--- src/rtl/mdu_pkg.sv ---
// Shared encodings and sizing for the HI/LO multiply/divide unit.
package mdu_pkg;

    localparam int MDU_WIDTH = 32;
    localparam int MDU_ITER  = 32;

    typedef enum logic [1:0] {
        OP_MULT  = 2'b00,
        OP_MULTU = 2'b01,
        OP_DIV   = 2'b10,
        OP_DIVU  = 2'b11
    } op_e;

    typedef enum logic [1:0] {
        S_IDLE = 2'b00,
        S_MUL  = 2'b01,
        S_DIV  = 2'b10,
        S_DONE = 2'b11
    } state_e;

endpackage

--- src/rtl/mdu_divstep.sv ---
// One restoring-division step: compare the shifted partial remainder with the
// divisor and subtract when it fits.
module mdu_divstep
    import mdu_pkg::*;
#(
    parameter int WIDTH = MDU_WIDTH
) (
    input  logic [WIDTH:0]   partial,
    input  logic [WIDTH-1:0] divisor,
    output logic [WIDTH-1:0] remOut,
    output logic             quotBit
);

    logic [WIDTH:0] diff;

    // A clear top bit of the difference means no borrow, so the divisor fits.
    always_comb begin
        diff    = partial - {1'b0, divisor};
        quotBit = ~diff[WIDTH];
        remOut  = quotBit ? diff[WIDTH-1:0] : partial[WIDTH-1:0];
    end

endmodule

--- src/rtl/mult_div_unit.sv ---
// Iterative HI/LO multiply/divide unit: one shift-add or restoring-subtract
// step per cycle, with MTHI/MTLO moves accepted while idle.
module mult_div_unit
    import mdu_pkg::*;
#(
    parameter int WIDTH = MDU_WIDTH,
    parameter int ITER  = MDU_ITER
) (
    input  logic             clk,
    input  logic             reset,
    input  logic             start,
    input  logic [1:0]       op,
    input  logic [WIDTH-1:0] srcA,
    input  logic [WIDTH-1:0] srcB,
    input  logic             hiWrite,
    input  logic             loWrite,
    output logic             busy,
    output logic             done,
    output logic [WIDTH-1:0] hi,
    output logic [WIDTH-1:0] lo
);

    state_e             stateReg, stateNext;
    logic [5:0]         countReg;
    logic [WIDTH-1:0]   srcAReg;
    logic [WIDTH-1:0]   operandReg;   // multiplicand or divisor magnitude
    logic [2*WIDTH-1:0] workReg;      // MUL: {acc, multiplier}; DIV: {rem, quot}
    logic               resNegReg;
    logic               remNegReg;

    logic               accept, lastStep, isSigned, aNeg, bNeg;
    logic [WIDTH-1:0]   magA, magB;
    logic [WIDTH:0]     mulSum;
    logic [2*WIDTH-1:0] mulNext, divNext, prodSigned;
    logic [WIDTH-1:0]   divRem, resultHi, resultLo;
    logic               divBit;

    mdu_divstep #(.WIDTH(WIDTH)) uDivStep (
        .partial (workReg[2*WIDTH-1:WIDTH-1]),
        .divisor (operandReg),
        .remOut  (divRem),
        .quotBit (divBit)
    );

    always_comb begin
        isSigned = (op == OP_MULT) || (op == OP_DIV);
        aNeg     = isSigned & srcA[WIDTH-1];
        bNeg     = isSigned & srcB[WIDTH-1];
        magA     = aNeg ? -srcA : srcA;
        magB     = bNeg ? -srcB : srcB;
    end

    always_comb begin
        mulSum     = {1'b0, workReg[2*WIDTH-1:WIDTH]}
                   + {1'b0, (workReg[0] ? operandReg : {WIDTH{1'b0}})};
        mulNext    = {mulSum, workReg[WIDTH-1:1]};
        divNext    = {divRem, workReg[WIDTH-2:0], divBit};
        prodSigned = resNegReg ? -mulNext : mulNext;
        resultHi   = prodSigned[2*WIDTH-1:WIDTH];
        resultLo   = prodSigned[WIDTH-1:0];
        if (stateReg == S_DIV) begin
            if (operandReg == '0) begin
                resultHi = srcAReg;
                resultLo = '1;
            end else begin
                resultHi = remNegReg ? -divNext[2*WIDTH-1:WIDTH] : divNext[2*WIDTH-1:WIDTH];
                resultLo = resNegReg ? -divNext[WIDTH-1:0] : divNext[WIDTH-1:0];
            end
        end
    end

    always_comb begin
        stateNext = stateReg;
        busy      = 1'b0;
        done      = 1'b0;
        accept    = 1'b0;
        lastStep  = (countReg == 6'(ITER - 1));
        case (stateReg)
            S_IDLE, S_DONE: begin
                done = (stateReg == S_DONE);
                if (start) begin
                    accept    = 1'b1;
                    stateNext = op[1] ? S_DIV : S_MUL;
                end else begin
                    stateNext = S_IDLE;
                end
            end
            S_MUL, S_DIV: begin
                busy = 1'b1;
                if (lastStep) stateNext = S_DONE;
            end
            default: stateNext = S_IDLE;
        endcase
    end

    always_ff @(posedge clk or posedge reset) begin
        if (reset) begin
            stateReg   <= S_IDLE;
            countReg   <= '0;
            srcAReg    <= '0;
            operandReg <= '0;
            workReg    <= '0;
            resNegReg  <= 1'b0;
            remNegReg  <= 1'b0;
            hi         <= '0;
            lo         <= '0;
        end else begin
            stateReg <= stateNext;
            if (accept) begin
                countReg  <= '0;
                srcAReg   <= srcA;
                resNegReg <= aNeg ^ bNeg;
                remNegReg <= aNeg;
                if (op[1]) begin
                    operandReg <= magB;
                    workReg    <= {{WIDTH{1'b0}}, magA};
                end else begin
                    operandReg <= magA;
                    workReg    <= {{WIDTH{1'b0}}, magB};
                end
            end else if (busy) begin
                countReg <= countReg + 6'd1;
                workReg  <= (stateReg == S_DIV) ? divNext : mulNext;
                if (lastStep) begin
                    hi <= resultHi;
                    lo <= resultLo;
                end
            end else begin
                if (hiWrite) hi <= srcA;
                if (loWrite) lo <= srcA;
            end
        end
    end

endmodule

--- config.mk ---
export PLATFORM = sky130hd
export DESIGN_NAME = mult_div_unit
export DESIGN_NICKNAME = d
export VERILOG_FILES = /design/src/rtl/mdu_pkg.sv /design/src/rtl/mdu_divstep.sv /design/src/rtl/mult_div_unit.sv
export SDC_FILE = /design/constraint.sdc
export NUM_CORES = 1
export LEC_CHECK = 0
export ABC_AREA = 1
export ABC_CLOCK_PERIOD_IN_PS = 8400
export CORE_MARGIN = 1.5
export CORE_UTILIZATION = 30
export DETAILED_ROUTE_END_ITERATION = 7
export PLACE_DENSITY = 0.53
export SYNTH_ARGS = -nofsm -noshare
export SYNTH_HDL_FRONTEND = slang
export SYNTH_SLANG_ARGS = --single-unit
--- constraint.sdc ---
create_clock -name clk -period 8.4 [get_ports clk]
set_input_delay 1.26 -clock clk [delete_from_list [all_inputs] [get_ports clk]]
set_output_delay 1.26 -clock clk [all_outputs]
set_load 0.02 [all_outputs]
==> key figures, run 1 <==
Clocking
  – CTS resizes: 0
  – CTS max path bufs: 3
  – Clock Sinks: 202
  – Reg clk slew, reported paths: 0.06 ns
  – Post-CTS Setup Bufs: 0
  – CTS tree: done
  – H-tree levels: 1
  – CTS Hold Bufs: 0
  – Skew-Pair Late Insertion Delay: 0.58 ns
  – Cts bufs inserted: 26
  – CTS Root Cell: clkbuf_16

Synth
  – Synth warn: 0
  – Post-synthesis register bit count: 202
  – Post-Syn Instances: 3,513
  – Number of synthesized flops with an enable pin: 0
  – Sequential share of the synthesized area: 23.90%
  – Most frequent cell after synthesis: nand2_1
  – Yosys top cell area share: a little under a quarter
  – Area contributors post-synth: dfrtp_1, nand2_1, inv_1, nor2_1, nand3_1
  – Syn Nets: 3,658
  – Post-synth cell types: 62
  – Post-Syn Area per Cell: 6.022 sq um
  – Synth top cells by count: nand2_1, inv_1, nor2_1
  – Yosys top cell by area: dfrtp_1
  – Mapped Area: 0.02115 sq mm
  – FFs w/ async S/R, synth: 100.0%
  – Post-synth top flop: dfrtp_1

Timing
  – Max Clock Freq: 227.4 MHz
  – Slew @ Worst Pin: a little over 1 ns
  – RSZ-0062 raised after global routing: false
  – Count of pins over their slew limit: 0
  – TNS Setup: 0 ns
  – Worst Clk Skew: 0.02950 ns
  – Hold Fails Final Rpt: 0
  – Period utilization: 52.35%
  – Final min period: 4.397 ns
  – Max-slew headroom: 31.78%
  – Final count of negative-setup-slack endpoints: 0

Critical path
  – Critical path peak fanout: 36
  – Top cell by count, worst path: nand2_1
  – Crit Path Class: flop to flop
  – Data required, critical path: 8.89 ns
  – Worst path top cell family by delay: simple AND/OR/NAND/NOR gates
  – CP endpoint kind: flop
  – CP bufs+invs: 2
  – Arrival time worst endpoint: 4.89 ns
  – Crit start category: flop
  – Critical path's slowest cell: dfrtp_1
  – CP max stage delay: 0.53 ns

Finish
  – Layout cell share with drive strength beyond 1: under 10%
  – Area of the multi-input gates: 0.01374 sq mm
  – Non-filler cells in the finished layout: around 4,500
  – FF/Latch Area: 0.005056 sq mm
  – Area grow syn2layout: 14.17%
  – Nets: ~3,700
  – Filler Cell Count: 7,896
  – # diodes: 0

Outcome
  – Status: finished, final reports clean

Global route
  – GRT Total Usage: approximately 28%
  – Gr ovfl total: 0
  – Antenna violations before repair: 3
  – Largest net degree at the start of global routing: 106
  – First-pass GRT wire length: ~150,000 um
  – Vias in the first global route: between 20,000 and 25,000

Place
  – Placed cells: 4,472
  – IO buf count: between 100 and 150
  – DP Wirelength: 82,990 um
  – Final GP Congestion: 1.034

Drt
  – Initial drt markers: 2,828
  – Count of antenna-violating nets left after detailed routing: 0
  – DRC: 0
  – Via/cell ratio: approximately 5.4
  – Final WL: just over 100,000 um
  – Initial DRT Pass Iterations: 6
  – DR WL/cell: 22.87 um
  – Vias: 24,218

Floorplanning
  – # IOs: 137
  – Rows: 97
  – DIE AREA: 0.07212 sq mm
  – Core Area: 0.06991 sq mm
  – Starting Density: 30.26%
  – Chip width: 268.5 um
  – Die Height: 268.5 um

Min path
  – Hold crit path type: flop to flop

Run
  – Max Cap Viol: 0
[layout make-up]
class | instances | share of cell area [%]
multi-input combinational | 2697 | 56.90
sequential | 202 | 20.93
inverter | 470 | 7.346
timing repair buffer | 163 | 6.455
tap | 940 | 4.870
clock buffer | 34 | 3.031
clock inverter | 10 | 0.4611
[metal layers]
| metal | track usage (%) | wire length [um] |
|---|---|---|
| met4 | 13.59 | 5818 |
| met2 | 44.27 | 45900 |
| met3 | 4.356 | 7776 |
| met5 | 0 | 27 |
| met1 | 37.17 | 43760 |
[kinds of logic after synthesis]
family                   Yosys count  share of synthesized area [%]
multiplexers                       1                        0.04732
XOR/XNOR                          99                          4.099
AND/OR/NAND/NOR                 1886                          38.43
flip-flops                       202                          23.90
adder cells (fa/ha/maj)           74                          4.448
buffers and inverters            614                          11.30
AO/OA/AOI/OAI                    637                          17.77
[registers in the layout, indices dropped and copies added (netlist names)]
register	flops
hi	32
resNegReg	1
stateReg	2
remNegReg	1
lo	32
workReg	64
operandReg	32
srcAReg	32
countReg	6
[cell usage in the layout, fill, tap and decap left out, types with 22 or more instances in the layout]
cell	count
inv_1	455
nand2_2	33
buf_4	27
xor2_1	90
nand4_1	45
nor2_1	373
o211ai_1	38
or2_2	30
o21ai_0	238
nand3_1	239
clkdlybuf4s50_1	135
nor3_1	48
clkbuf_16	27
dfrtp_1	201
nor2_2	22
o22ai_1	38
a21oi_1	151
a31oi_1	53
nand2_1	1022
ha_1	71
[worst register-to-register path, cell delays in order, from the launching register on]
cell	delay, ns
dfrtp_1	0.53
inv_1	0.15
ha_1	0.21
inv_1	0.10
fa_1	0.45
nand2_1	0.11
nand2_1	0.06
nand3b_1	0.09
nand2_2	0.10
nand2_1	0.09
nand2_2	0.08
nand2_4	0.13
nand3_4	0.24
nand2_8	0.34
nand2_1	0.13
nand2_1	0.15
ha_1	0.21
nand3_2	0.17
nor2_4	0.17
nand3_2	0.11
nand2_4	0.11
o21ai_1	0.08
nand2_1	0.07
nand3_1	0.09
nand2_1	0.13
nand2_1	0.08
a21oi_2	0.15
[path summary, 6_finish.rpt]
check,startpoint,endpoint,cells after the start,slack [ns]
min reg2reg,srcAReg[18],srcAReg[18],2,0.49
min,srcAReg[18],srcAReg[18],2,0.49
min in group asynchronous,reset,lo[5],2,1.23
max,workReg[31],hi[22],26,4.00
max in group asynchronous,reset,resNegReg,3,5.80
max reg2reg,workReg[31],hi[22],26,4.00
[metrics by stage]
step           utilization (%)  area (sq um)  setup slack, ns  hold slack [ns]
6_report                 34.55         24150            4.003           0.4899
5_1_grt                  34.55         24150            3.723           0.5003
4_1_cts                  34.55         24150            4.124           0.4895
3_5_place_dp             33.34         23310            3.823           0.4746
3_3_place_gp             33.34         23310            3.836           0.4694
2_1_floorplan                -         21150            1.629           0.4492
Power of run 1 is left out: the tool's default activity adds up to more than one toggle a clock period on the data nets, which glitch-free logic cannot reach.
==> run 2, diff against run 1 <==
Settings changed: ABC_CLOCK_PERIOD_IN_PS 8400 to 4000, PLACE_DENSITY 0.53 to 0.55.
Clock period 8.4 ns to 4 ns, I/O delays scaled along.
==> run 2 against run 1 <==
  * Utilization increased by 1.4 points
  * Routed wire length decreased by 1.3%
  * Critical endpoint is now hi[19]
  * Critical path depth unchanged
==> key figures, run 2 (synthesized netlist as in run 1, its figures left out) <==
Finish
  – Max FFs per register: 64
  – Non-filler cells in the finished layout: 4,615
  – Area grow syn2layout: 18.83%
  – FF/Latch Area: 0.005057 sq mm
  – Area of the multi-input gates: between 0.01 and 0.015 sq mm
  – Most frequent cells in the layout: nand2_1, inv_1, nor2_1
  – Filler Cell Count: 7,841
  – Layout cell share with drive strength beyond 1: 9.197%
  – # diodes: 0
  – Commonest non-fill, non-tap cell in the layout: nand2_1
  – Top reg by flops: workReg
  – Nets: 3,802

Floorplanning
  – Die Height: 268.5 um
  – DIE AREA: 0.07212 sq mm
  – Core Area: 0.06991 sq mm
  – # IOs: 137
  – Chip width: 268.5 um
  – Rows: 97
  – Starting Density: 30.26%

Global route
  – Gr ovfl total: 0
  – GRT Total Usage: 27.66%
  – First-pass GRT wire length: 147,900 um
  – Largest net degree at the start of global routing: approximately 120
  – Antenna violations before repair: 0
  – Vias in the first global route: 22,482

Timing
  – Final worst setup slack: 0.1966 ns
  – Count of pins over their slew limit: 0
  – TNS Setup: 0 ns
  – Slew @ Worst Pin: ~0.94 ns
  – Worst Clk Skew: 0.02096 ns
  – Max-slew headroom: 36.86%
  – Period utilization: 95.09%
  – Final count of negative-setup-slack endpoints: 0
  – Hold Fails Final Rpt: 0
  – Max Clock Freq: about 260 MHz
  – WHS: 0.4862 ns
  – Final min period: 3.803 ns

Critical path
  – Critical path's slowest cell: dfrtp_2
  – Arrival time worst endpoint: 4.25 ns
  – CP max stage delay: about 0.46 ns
  – Top cell by count, worst path: nand2_1
  – CP endpoint kind: flop
  – Crit Path Class: flop to flop
  – Crit path from: workReg[0]
  – Worst r2r src: workReg[0]
  – Data required, critical path: 4.45 ns
  – Crit start category: flop
  – Critical path peak fanout: 9

Outcome
  – Status: finished, final reports clean

Place
  – IO buf count: between 100 and 150
  – Final GP Congestion: a little over 1
  – Placed cells: 4,564
  – DP Wirelength: 82,190 um
  – Pre-CTS WS: between 0.09 and 0.1 ns

Clocking
  – Skew-Pair Late Insertion Delay: 0.58 ns
  – Clock Sinks: 202
  – CTS Root Cell: clkbuf_16
  – Reg clk slew, reported paths: 0.06 ns
  – H-tree levels: 1
  – CTS max path bufs: 3
  – CTS tree: done
  – CTS Hold Bufs: 0
  – Cts bufs inserted: 25

Min path
  – HP Start: srcAReg[19]
  – Hold crit path type: flop to flop

Drt
  – DR WL/cell: roughly 22 um
  – DRC: 0
  – Count of antenna-violating nets left after detailed routing: 0
  – Initial drt markers: 2,680
  – Initial DRT Pass Iterations: 6
  – Final WL: 101,900 um
  – Via/cell ratio: 5.317
  – Vias: roughly 25,000

Run
  – Max Cap Viol: 0
==> run 2: changes by cell type in the layout (fill, tap and decap cells not counted), moves of 5 or more <==
cell / before / now
buf_4: 27 / 115
ha_1: 71 / 61
buf_12: 0 / 8
ha_4: 1 / 7
nand2_1: 1022 / 1017
nor2_1: 373 / 368
nor2_2: 22 / 27
==> run 2: repair_timing <==
action / 4_1_cts / 5_1_grt
endpoints found under the setup margin: 0 / 16
buffers inserted: 0 / 5
gates resized for setup: 0 / 38
==> run 2: final timing paths <==
kind / slack, ns / to / depth (start not counted)
setup / recovery: 0.20 / hi[19] / 26
hold / removal: 0.49 / srcAReg[19] / 2
setup reg to reg: 0.20 / hi[19] / 26
hold reg to reg: 0.49 / srcAReg[19] / 2
max in group asynchronous: 2.60 / workReg[0] / 3
min in group asynchronous: 0.52 / hi[21] / 2
==> run 2: metal layers <==
layer	track usage, %	wire length, um	part of all wire, %	vias to the layer above
met3	4.712	8138	8.0	190
met1	37.42	43800	43	11550
li1	-	-	-	11750
met2	42.48	44130	43	1047
met4	13.53	5846	5.7	0
met5	0	0	0	-
==> run 2: worst max-delay path, delay by kind of cell, from the launching register on <==
family / cells / cell delay [ns]
simple gates: 18 / 1.66
fa+ha+maj: 1 / 0.40
flops: 1 / 0.46
buf+inv: 4 / 0.56
compound gates: 3 / 0.59
==> run 2: final cells by class <==
class,instances,area share (%)
Multi-Input combinational cell,2698,55.40
Inverter,470,7.038
Clock inverter,10,0.3484
Clock buffer,35,2.837
Timing Repair Buffer,260,9.577
Tap cell,940,4.679
Sequential cell,202,20.12
==> run 2: metrics by stage <==
stage	utilization [%]	instance area (sq um)
finish	35.96	25140
global route	35.96	25140
CTS	35.63	24910
detailed placement	34.48	24110
global placement	34.48	24110
floorplan	-	21160
Power of run 2 is left out for the same reason.
==> run 3, diff against run 2 <==
Settings changed: SKIP_CTS_REPAIR_TIMING set to 1.
==> results of run 3 <==
No change in the layout: final DEF, timing and power equal those of run 2.
Power of run 3 is left out for the same reason.
